===== src/rtl/operand_fetch_stage_pkg.sv =====
// Shared widths, ID/EX register layout and opcode encoding for the operand
// fetch stage and the SIMD execute unit that consumes its output.
package operand_fetch_stage_pkg;

  localparam int DATA_W = 32;
  localparam int ADDR_W = 5;
  localparam int OPC_W  = 6;

  typedef enum logic [OPC_W-1:0] {
    OPC_ADD   = 6'd0,
    OPC_SUB   = 6'd1,
    OPC_MUL   = 6'd2,
    OPC_AND   = 6'd3,
    OPC_OR    = 6'd4,
    OPC_XOR   = 6'd5,
    OPC_LOAD  = 6'd6,
    OPC_STORE = 6'd7
  } opc_e;

  typedef struct packed {
    logic [ADDR_W-1:0] rd;
    logic              rd_we;
    logic              is_load;
    logic [OPC_W-1:0]  opcode;
    logic [DATA_W-1:0] imm;
    logic [DATA_W-1:0] op_a;
    logic [DATA_W-1:0] op_b;
  } idex_t;

endpackage


===== src/rtl/operand_fetch_stage_bypass.sv =====
// Resolves one source operand: EX result first, then the same-cycle register
// file write, otherwise the register file read data.
module operand_bypass #(
  parameter int DATA_W = 32,
  parameter int ADDR_W = 5
) (
  input  logic [ADDR_W-1:0] rs,
  input  logic [DATA_W-1:0] rf_rdata,
  input  logic              ex_valid,
  input  logic              ex_we,
  input  logic              ex_is_load,
  input  logic [ADDR_W-1:0] ex_rd,
  input  logic [DATA_W-1:0] ex_data,
  input  logic              wb_we,
  input  logic [ADDR_W-1:0] wb_addr,
  input  logic [DATA_W-1:0] wb_data,
  output logic [DATA_W-1:0] operand
);

  logic ex_hit;
  logic wb_hit;

  // A load in EX has no data yet; that case is a stall, never a forward.
  assign ex_hit = ex_valid & ex_we & ~ex_is_load & (ex_rd == rs);
  assign wb_hit = wb_we & (wb_addr == rs);

  always_comb begin
    operand = rf_rdata;
    if (ex_hit)
      operand = ex_data;
    else if (wb_hit)
      operand = wb_data;
  end

endmodule


===== src/rtl/operand_fetch_stage.sv =====
// Decode-to-execute stage: drives register file reads, forwards from EX/WB,
// stalls on load-use and holds the resolved instruction in the ID/EX register.
module operand_fetch_stage #(
  parameter int DATA_W = operand_fetch_stage_pkg::DATA_W,
  parameter int ADDR_W = operand_fetch_stage_pkg::ADDR_W,
  parameter int OPC_W  = operand_fetch_stage_pkg::OPC_W,
  parameter int CNT_W  = 16
) (
  input  logic              clk,
  input  logic              reset,
  input  logic              in_valid,
  output logic              in_ready,
  input  logic [ADDR_W-1:0] in_rs1,
  input  logic [ADDR_W-1:0] in_rs2,
  input  logic [ADDR_W-1:0] in_rd,
  input  logic              in_rd_we,
  input  logic              in_is_load,
  input  logic [OPC_W-1:0]  in_opcode,
  input  logic [DATA_W-1:0] in_imm,
  output logic [ADDR_W-1:0] rf_raddr1,
  output logic [ADDR_W-1:0] rf_raddr2,
  input  logic [DATA_W-1:0] rf_rdata1,
  input  logic [DATA_W-1:0] rf_rdata2,
  input  logic              ex_valid,
  input  logic              ex_we,
  input  logic              ex_is_load,
  input  logic [ADDR_W-1:0] ex_rd,
  input  logic [DATA_W-1:0] ex_data,
  input  logic              wb_we,
  input  logic [ADDR_W-1:0] wb_addr,
  input  logic [DATA_W-1:0] wb_data,
  output logic              out_valid,
  input  logic              out_ready,
  output logic [DATA_W-1:0] out_op_a,
  output logic [DATA_W-1:0] out_op_b,
  output logic [ADDR_W-1:0] out_rd,
  output logic              out_rd_we,
  output logic              out_is_load,
  output logic [OPC_W-1:0]  out_opcode,
  output logic [DATA_W-1:0] out_imm,
  output logic [CNT_W-1:0]  stall_count
);

  import operand_fetch_stage_pkg::*;

  logic              hazard;
  logic              accept;
  logic [DATA_W-1:0] op_a;
  logic [DATA_W-1:0] op_b;
  idex_t             idex;

  assign rf_raddr1 = in_rs1;
  assign rf_raddr2 = in_rs2;

  // Every address compares in full; r0 is an ordinary register here.
  assign hazard = in_valid & ex_valid & ex_we & ex_is_load &
                  ((ex_rd == in_rs1) | (ex_rd == in_rs2));
  assign in_ready = (~out_valid | out_ready) & ~hazard;
  assign accept   = in_valid & in_ready;

  operand_bypass #(.DATA_W(DATA_W), .ADDR_W(ADDR_W)) u_bypass_a (
    .rs(in_rs1), .rf_rdata(rf_rdata1),
    .ex_valid(ex_valid), .ex_we(ex_we), .ex_is_load(ex_is_load),
    .ex_rd(ex_rd), .ex_data(ex_data),
    .wb_we(wb_we), .wb_addr(wb_addr), .wb_data(wb_data),
    .operand(op_a)
  );

  operand_bypass #(.DATA_W(DATA_W), .ADDR_W(ADDR_W)) u_bypass_b (
    .rs(in_rs2), .rf_rdata(rf_rdata2),
    .ex_valid(ex_valid), .ex_we(ex_we), .ex_is_load(ex_is_load),
    .ex_rd(ex_rd), .ex_data(ex_data),
    .wb_we(wb_we), .wb_addr(wb_addr), .wb_data(wb_data),
    .operand(op_b)
  );

  // out_valid is the whole EMPTY/FULL state; operands are resolved only here.
  always_ff @(posedge clk or posedge reset) begin
    if (reset) begin
      out_valid <= 1'b0;
      idex      <= '0;
    end else if (accept) begin
      out_valid    <= 1'b1;
      idex.rd      <= in_rd;
      idex.rd_we   <= in_rd_we;
      idex.is_load <= in_is_load;
      idex.opcode  <= in_opcode;
      idex.imm     <= in_imm;
      idex.op_a    <= op_a;
      idex.op_b    <= op_b;
    end else if (out_ready) begin
      out_valid <= 1'b0;
    end
  end

  always_ff @(posedge clk or posedge reset) begin
    if (reset)
      stall_count <= '0;
    else if (hazard && (stall_count != {CNT_W{1'b1}}))
      stall_count <= stall_count + 1'b1;
  end

  assign out_op_a    = idex.op_a;
  assign out_op_b    = idex.op_b;
  assign out_rd      = idex.rd;
  assign out_rd_we   = idex.rd_we;
  assign out_is_load = idex.is_load;
  assign out_opcode  = idex.opcode;
  assign out_imm     = idex.imm;

endmodule


===== config.mk =====
export PLATFORM = sky130hd
export DESIGN_NAME = operand_fetch_stage
export DESIGN_NICKNAME = d
export VERILOG_FILES = /design/src/rtl/operand_fetch_stage_pkg.sv /design/src/rtl/operand_fetch_stage_bypass.sv /design/src/rtl/operand_fetch_stage.sv
export SDC_FILE = /design/constraint.sdc
export NUM_CORES = 1
export LEC_CHECK = 0
export ABC_AREA = 1
export BUFFER_PORTS_ARGS = -buffer_cell sky130_fd_sc_hd__buf_2
export CAP_MARGIN = 25
export CORE_ASPECT_RATIO = 1.2
export CORE_MARGIN = 1
export CORE_UTILIZATION = 45
export CTS_CLUSTER_DIAMETER = 100
export DETAILED_ROUTE_END_ITERATION = 8
export PLACE_DENSITY = 0.75
export SLEW_MARGIN = 30
export SYNTH_ARGS = -nofsm -noshare
export SYNTH_HDL_FRONTEND = slang
export SYNTH_SLANG_ARGS = --single-unit

===== constraint.sdc =====
create_clock -name clk -period 8.05 [get_ports clk]
set_input_delay 0.4025 -clock clk [delete_from_list [all_inputs] [get_ports clk]]
set_output_delay 0.4025 -clock clk [all_outputs]
set_load 0.01 [all_outputs]

Yosys cells after proc, flatten, opt, wreduce, memory -nomap -nowiden
Index checks and enable logic that the tools add are counted.
{ "classes": {"n_mul": 0, "n_bitwise": 17, "shifts": 0, "n_div": 0, "n_reduce_logical": 2, "muxes": 6, "add_sub_neg": 1, "n_lt_le_gt_ge": 0, "eq_ne": 5} }
{ "op_table": {"columns": ["operator", "n"], "rows": [
  ["2-to-1 mux 32 bit", 4],
  ["equality test 5 bit", 4],
  ["adder 16 x 1 -> 16 bit (second input constant)", 1],
  ["!= test 16 bit (second input constant)", 1],
  ["AND 1 bit", 12],
  ["NOT 1 bit", 3],
  ["2-to-1 mux 1 bit", 2],
  ["bitwise OR 1 bit", 2],
  ["nonzero test 2 bit", 1],
  ["logical AND 1 bit", 1]
]} }
{ "totals": {"in_bits": 201, "romBits": 0, "ramBits": 0, "wordCells": 40, "latch_bits": 0, "reg_bits": 126, "mem_count": 0} }

Logic depth before layout (Yosys ltp)
{ "logic_depth": {"ltp_word": 8, "depth_mapped": 13, "mapped_depth_nobuf": 11} }

By module
A second synthesis with hierarchy kept.
{ "hier_totals": {"cells_unflattened": 1255, "area_unflattened_um2": 8433.1} }
{ "modules_own_cells": {"columns": ["module", "area_each_um2", "cells_each", "seq_area_each_um2", "n_inst"], "rows": [
  ["operand_fetch_stage", 5778.0, 675, 3153.0, 1],
  ["operand_bypass", 1327.5, 290, 0.0, 2]
]} }

Worst setup path before layout
No wires, ideal clock.
{ "synth_timing": {"path_type": "register -> register", "from": "reg stall_count[0]", "to": "reg stall_count[8]", "period_less_slack_ps": 1651, "arrival_ps": 1528, "slack_ps": 6399, "setup_ps": 123, "stages_incl_launch_ff": 12, "path_cell_list": "dfrtp_1 > ha_1 > inv_1 > nor2_2 > nand2_1 > inv_1 > nand3_1 > nand3_2 > inv_2 > buf_4 > o21ai_0 > nand2_1"} }
{ "synth_via": {"elab_chain_len": 2, "word_cells_on_any_way": 3} }
{ "synth_lines": {"columns": ["element", "line", "source"], "rows": [
  ["from (decl)", "operand_fetch_stage.sv:41", "output logic [CNT_W-1:0] stall_count"],
  ["from (signal assigned)", "operand_fetch_stage.sv:100", "stall_count <= stall_count + 1'b1;"],
  ["branches (longest 2 deep; another with adder 16 x 1 -> 16 bit)", null, null]
]} }
Several ways; the timed one is not identified.
A chain may end at the register's enable or synchronous reset.

Worst setup path after layout
{ "layout_timing": {"from": "in in_rs2[3]", "to": "out in_ready"} }
{ "layout_via": {"elab_chain_len": 5} }
{ "layout_lines": {"columns": ["element", "line", "source"], "rows": [
  ["from (decl)", "operand_fetch_stage.sv:14", "input logic [ADDR_W-1:0] in_rs2,"],
  ["equality test 5 bit", "operand_fetch_stage.sv:57", "((ex_rd == in_rs1) | (ex_rd == in_rs2));"],
  ["bitwise OR 1 bit", "operand_fetch_stage.sv:57", null],
  ["AND 1 bit", "operand_fetch_stage.sv:56", "assign hazard = in_valid & ex_valid & ex_we & ex_is_load &"],
  ["NOT 1 bit", "operand_fetch_stage.sv:58", "assign in_ready = (~out_valid | out_ready) & ~hazard;"],
  ["AND 1 bit", "operand_fetch_stage.sv:58", null],
  ["to (decl)", "operand_fetch_stage.sv:12", "output logic in_ready,"]
]} }
No other way between the ends.

==> results.toml <==
[status]
outcome = "complete, no violations"

[floorplanning]
fp.dieW_um = 121
start_util = 0.458
die_h_um = 145
io_pins = 338
die_area_mm2 = 0.0176
core_area_mm2 = 0.0168
num_rows = 52

[global_routing]
grt_pass1_vias = 8308
antenna_found_initial = 5
grt_pass1_wl_mm = 41.6
grtUsageTotal = 0.302
grt_max_degree = 111
overflow = 0

[cells_and_area]
drive_above_1_share = 0.274
multi_input_area_mm2 = 0.00366
seqCellArea_mm2 = 0.00315
instances_no_fill = 1670
syn_to_final_growth_pct = 30.2
nFillCells = 1663
fin_nets = 1641

[timing]
hold_slack_ns = 0.0592
slew_headroom = 0.379
hold_viol = 0
setup_viol = 0
tns_ns = 0
skew_ns = 0.0103
worst_slew_pin_slew_ns = 0.929
fmax_ghz = 0.395
final-max-slew-violation-count = 0
rsz0062_at_grt = "no"
finalCritPeriodShare = 0.314
period_minus_slack_ns = 2.53

[power]
ir_drop_uv = 133
pwr-share-comb = 0.229
leakage_nw = 6.04
p_int_w = 0.00143
power_switching_w = 0.000685
switching_share = 0.323
power.share.sequential = 0.369
power.density_mw_per_mm2 = 212
clock_power_share = 0.403
total_power_w = 0.00212

[placed_design]
port-buffer-count = 337
dp.cells = 1636
dp_hpwl_mm = 17.9
gp_congestion = 0.859

[clock_tree]
cts.repair.resized = 0
clk_latency_ns = 0.42
cts_buffers = 17
clk_pin_slew_ns = 0.06
clock-sinks = 126
cts_tree = "yes"
cts_root_buffer = "clkbuf_16"
cts.path.max_buffers = 2
h-tree-depth = 4
postCtsSetupRepairBufs = 0
hold_buffers = 0

[critical_path]
critPathRequiredTime_ns = 7.65
startpoint_type = "primary input"
critPathMaxFanout = 34
critPathKind = "primary input to output port"
critPathArrivalTime_ns = 2.13
endpoint_kind = "output port"

[synth]
syn_nets = 1357
netlist_instances = 1155
synth_compound_area_frac = 0.0111
synth_area_leaders = "dfrtp_1 (41%), nand2_1 (26%), nand4_1 (8.1%), nand3_1 (7.0%), inv_1 (6.4%)"
synth-seq-area-share = 0.410
synth-async-reset-ratio = 1.00
post_synth_fa_ha_maj_area_fraction = 0.00163
synth_ff_type = "dfrtp_1"
synth_edf_count = 0
synth_cell_type_count = 24
synthesis.area_mm2 = 0.00769
yosysWarningCount = 0
yosys.area_share.simple = 0.439
synth_mux_area_frac = 0
synth.most_common_cell = "nand2_1"
synth_top_family_by_area = "simple AND/OR/NAND/NOR gates"
yosysTopAreaCellShare = 0.410
yosysTopAreaCell = "dfrtp_1"
synth_common_cells = "nand2_1 (536), inv_1 (131), dfrtp_1 (126)"
synth_seq_cells = 126
synth-xor-area-share = 0.0171
synth.avg_cell_area_um2 = 6.66

[drt]
routed_via_density = 5.13
drt_iter0_markers = 788
postRouteAntennaNets = 0
drt-total-wl_mm = 26.4
vias = 8570
drt-pass1-iter-count = 8
drc_errors = 0
routedWlPerCell_um = 15.8

[hold_path]
min_path_type = "primary input to async pin"

[run]
maxCapViolCount = 0
-- logic make-up (layout without fill, tap and decap cells) --
logic type      count (synthesis)  after routing
other cells                     0              2
compound gates                 17             17
flops                         126            126
fa+ha+maj                       1              1
xor+xnor                       15             15
buf+inv                       214            511
simple gates                  782            782
-- worst paths after layout --
path / startpoint / end / slack [ns] / cells after the start
max: in_rs2[3] / in_ready / 5.52 / 11
min: reset / out_imm[12] / 0.06 / 2
max reg2reg: stall_count[0] / stall_count[7] / 6.06 / 10
min reg2reg: out_imm[2] / out_imm[2] / 0.47 / 2
max in group asynchronous: reset / out_op_a[0] / 6.71 / 3
min in group clk: in_imm[6] / out_imm[6] / 0.17 / 3
-- placed cells by master, fill, tap and decap left out, types with 7 or more instances in the layout --
cell | synthesis | routed
o21ai_0 | 16 | 16
nor2_4 | 2 | 7
dfrtp_1 | 126 | 126
inv_1 | 131 | 129
buf_4 | 22 | 8
inv_6 | 0 | 7
nor3_1 | 8 | 8
xor2_1 | 8 | 8
nand4_1 | 99 | 99
nor2_1 | 22 | 15
nand2_1 | 536 | 536
buf_2 | 25 | 337
xnor2_1 | 7 | 7
clkbuf_16 | 0 | 17
nand3_1 | 107 | 106
-- power groups by stage --
stage / Combinational [W] / Sequential, W / Clock (W)
finish: 0.000485 / 0.000781 / 0.000853
floorplan: 0.000222 / 0.000833 / 0
global route: 0.000537 / 0.000792 / 0.000895
detailed placement: 0.000484 / 0.000789 / 0
CTS: 0.000486 / 0.000780 / 0.000868
global placement: 0.000476 / 0.000789 / 0
-- cell type report --
type,count,area share
antenna,2,0.000500
multi-input combinational,815,0.366
sequential,126,0.315
clock buffer,17,0.0425
inverter,132,0.0500
tap,216,0.0270
timing repair buffer,347,0.177
clock inverter,15,0.0225
-- routing by layer --
metal | GRT usage | vias to the layer above | routed length (µm)
li1 | - | 4197 | -
met2 | 0.519 | 454 | 12900
met3 | 0.0743 | 81 | 2240
met1 | 0.354 | 3834 | 10300
met5 | 0 | - | 23
met4 | 0.123 | 4 | 901
-- through the flow --
stage | utilization | setup slack (ns) | area (µm²)
after global routing | 0.596 | 5.34 | 10000
after detailed placement | 0.557 | 5.16 | 9350
final | 0.596 | 5.52 | 10000
after CTS | 0.596 | 5.54 | 10000
after global placement | 0.557 | 5.00 | 9340
after floorplan | - | 4.29 | 7690
-- worst max-delay path: stages --
cell and delay (ns):
buf_2 0.11, inv_1 0.06, nand2_1 0.05, nand2_1 0.08, nor2_4 0.72, nand3_2 0.13
nand2_2 0.11, nand2_1 0.11, nand2_2 0.13, inv_1 0.05, buf_2 0.14
-- flip-flops by register name, indices dropped and copies added, names as in the netlist --
name and flops:
out_opcode 6, stall_count 16, out_imm 32, out_rd_we 1
out_op_a 32, out_rd 5, out_valid 1, out_op_b 32
out_is_load 1
No activity file was read; power rests on OpenSTA's default activity.
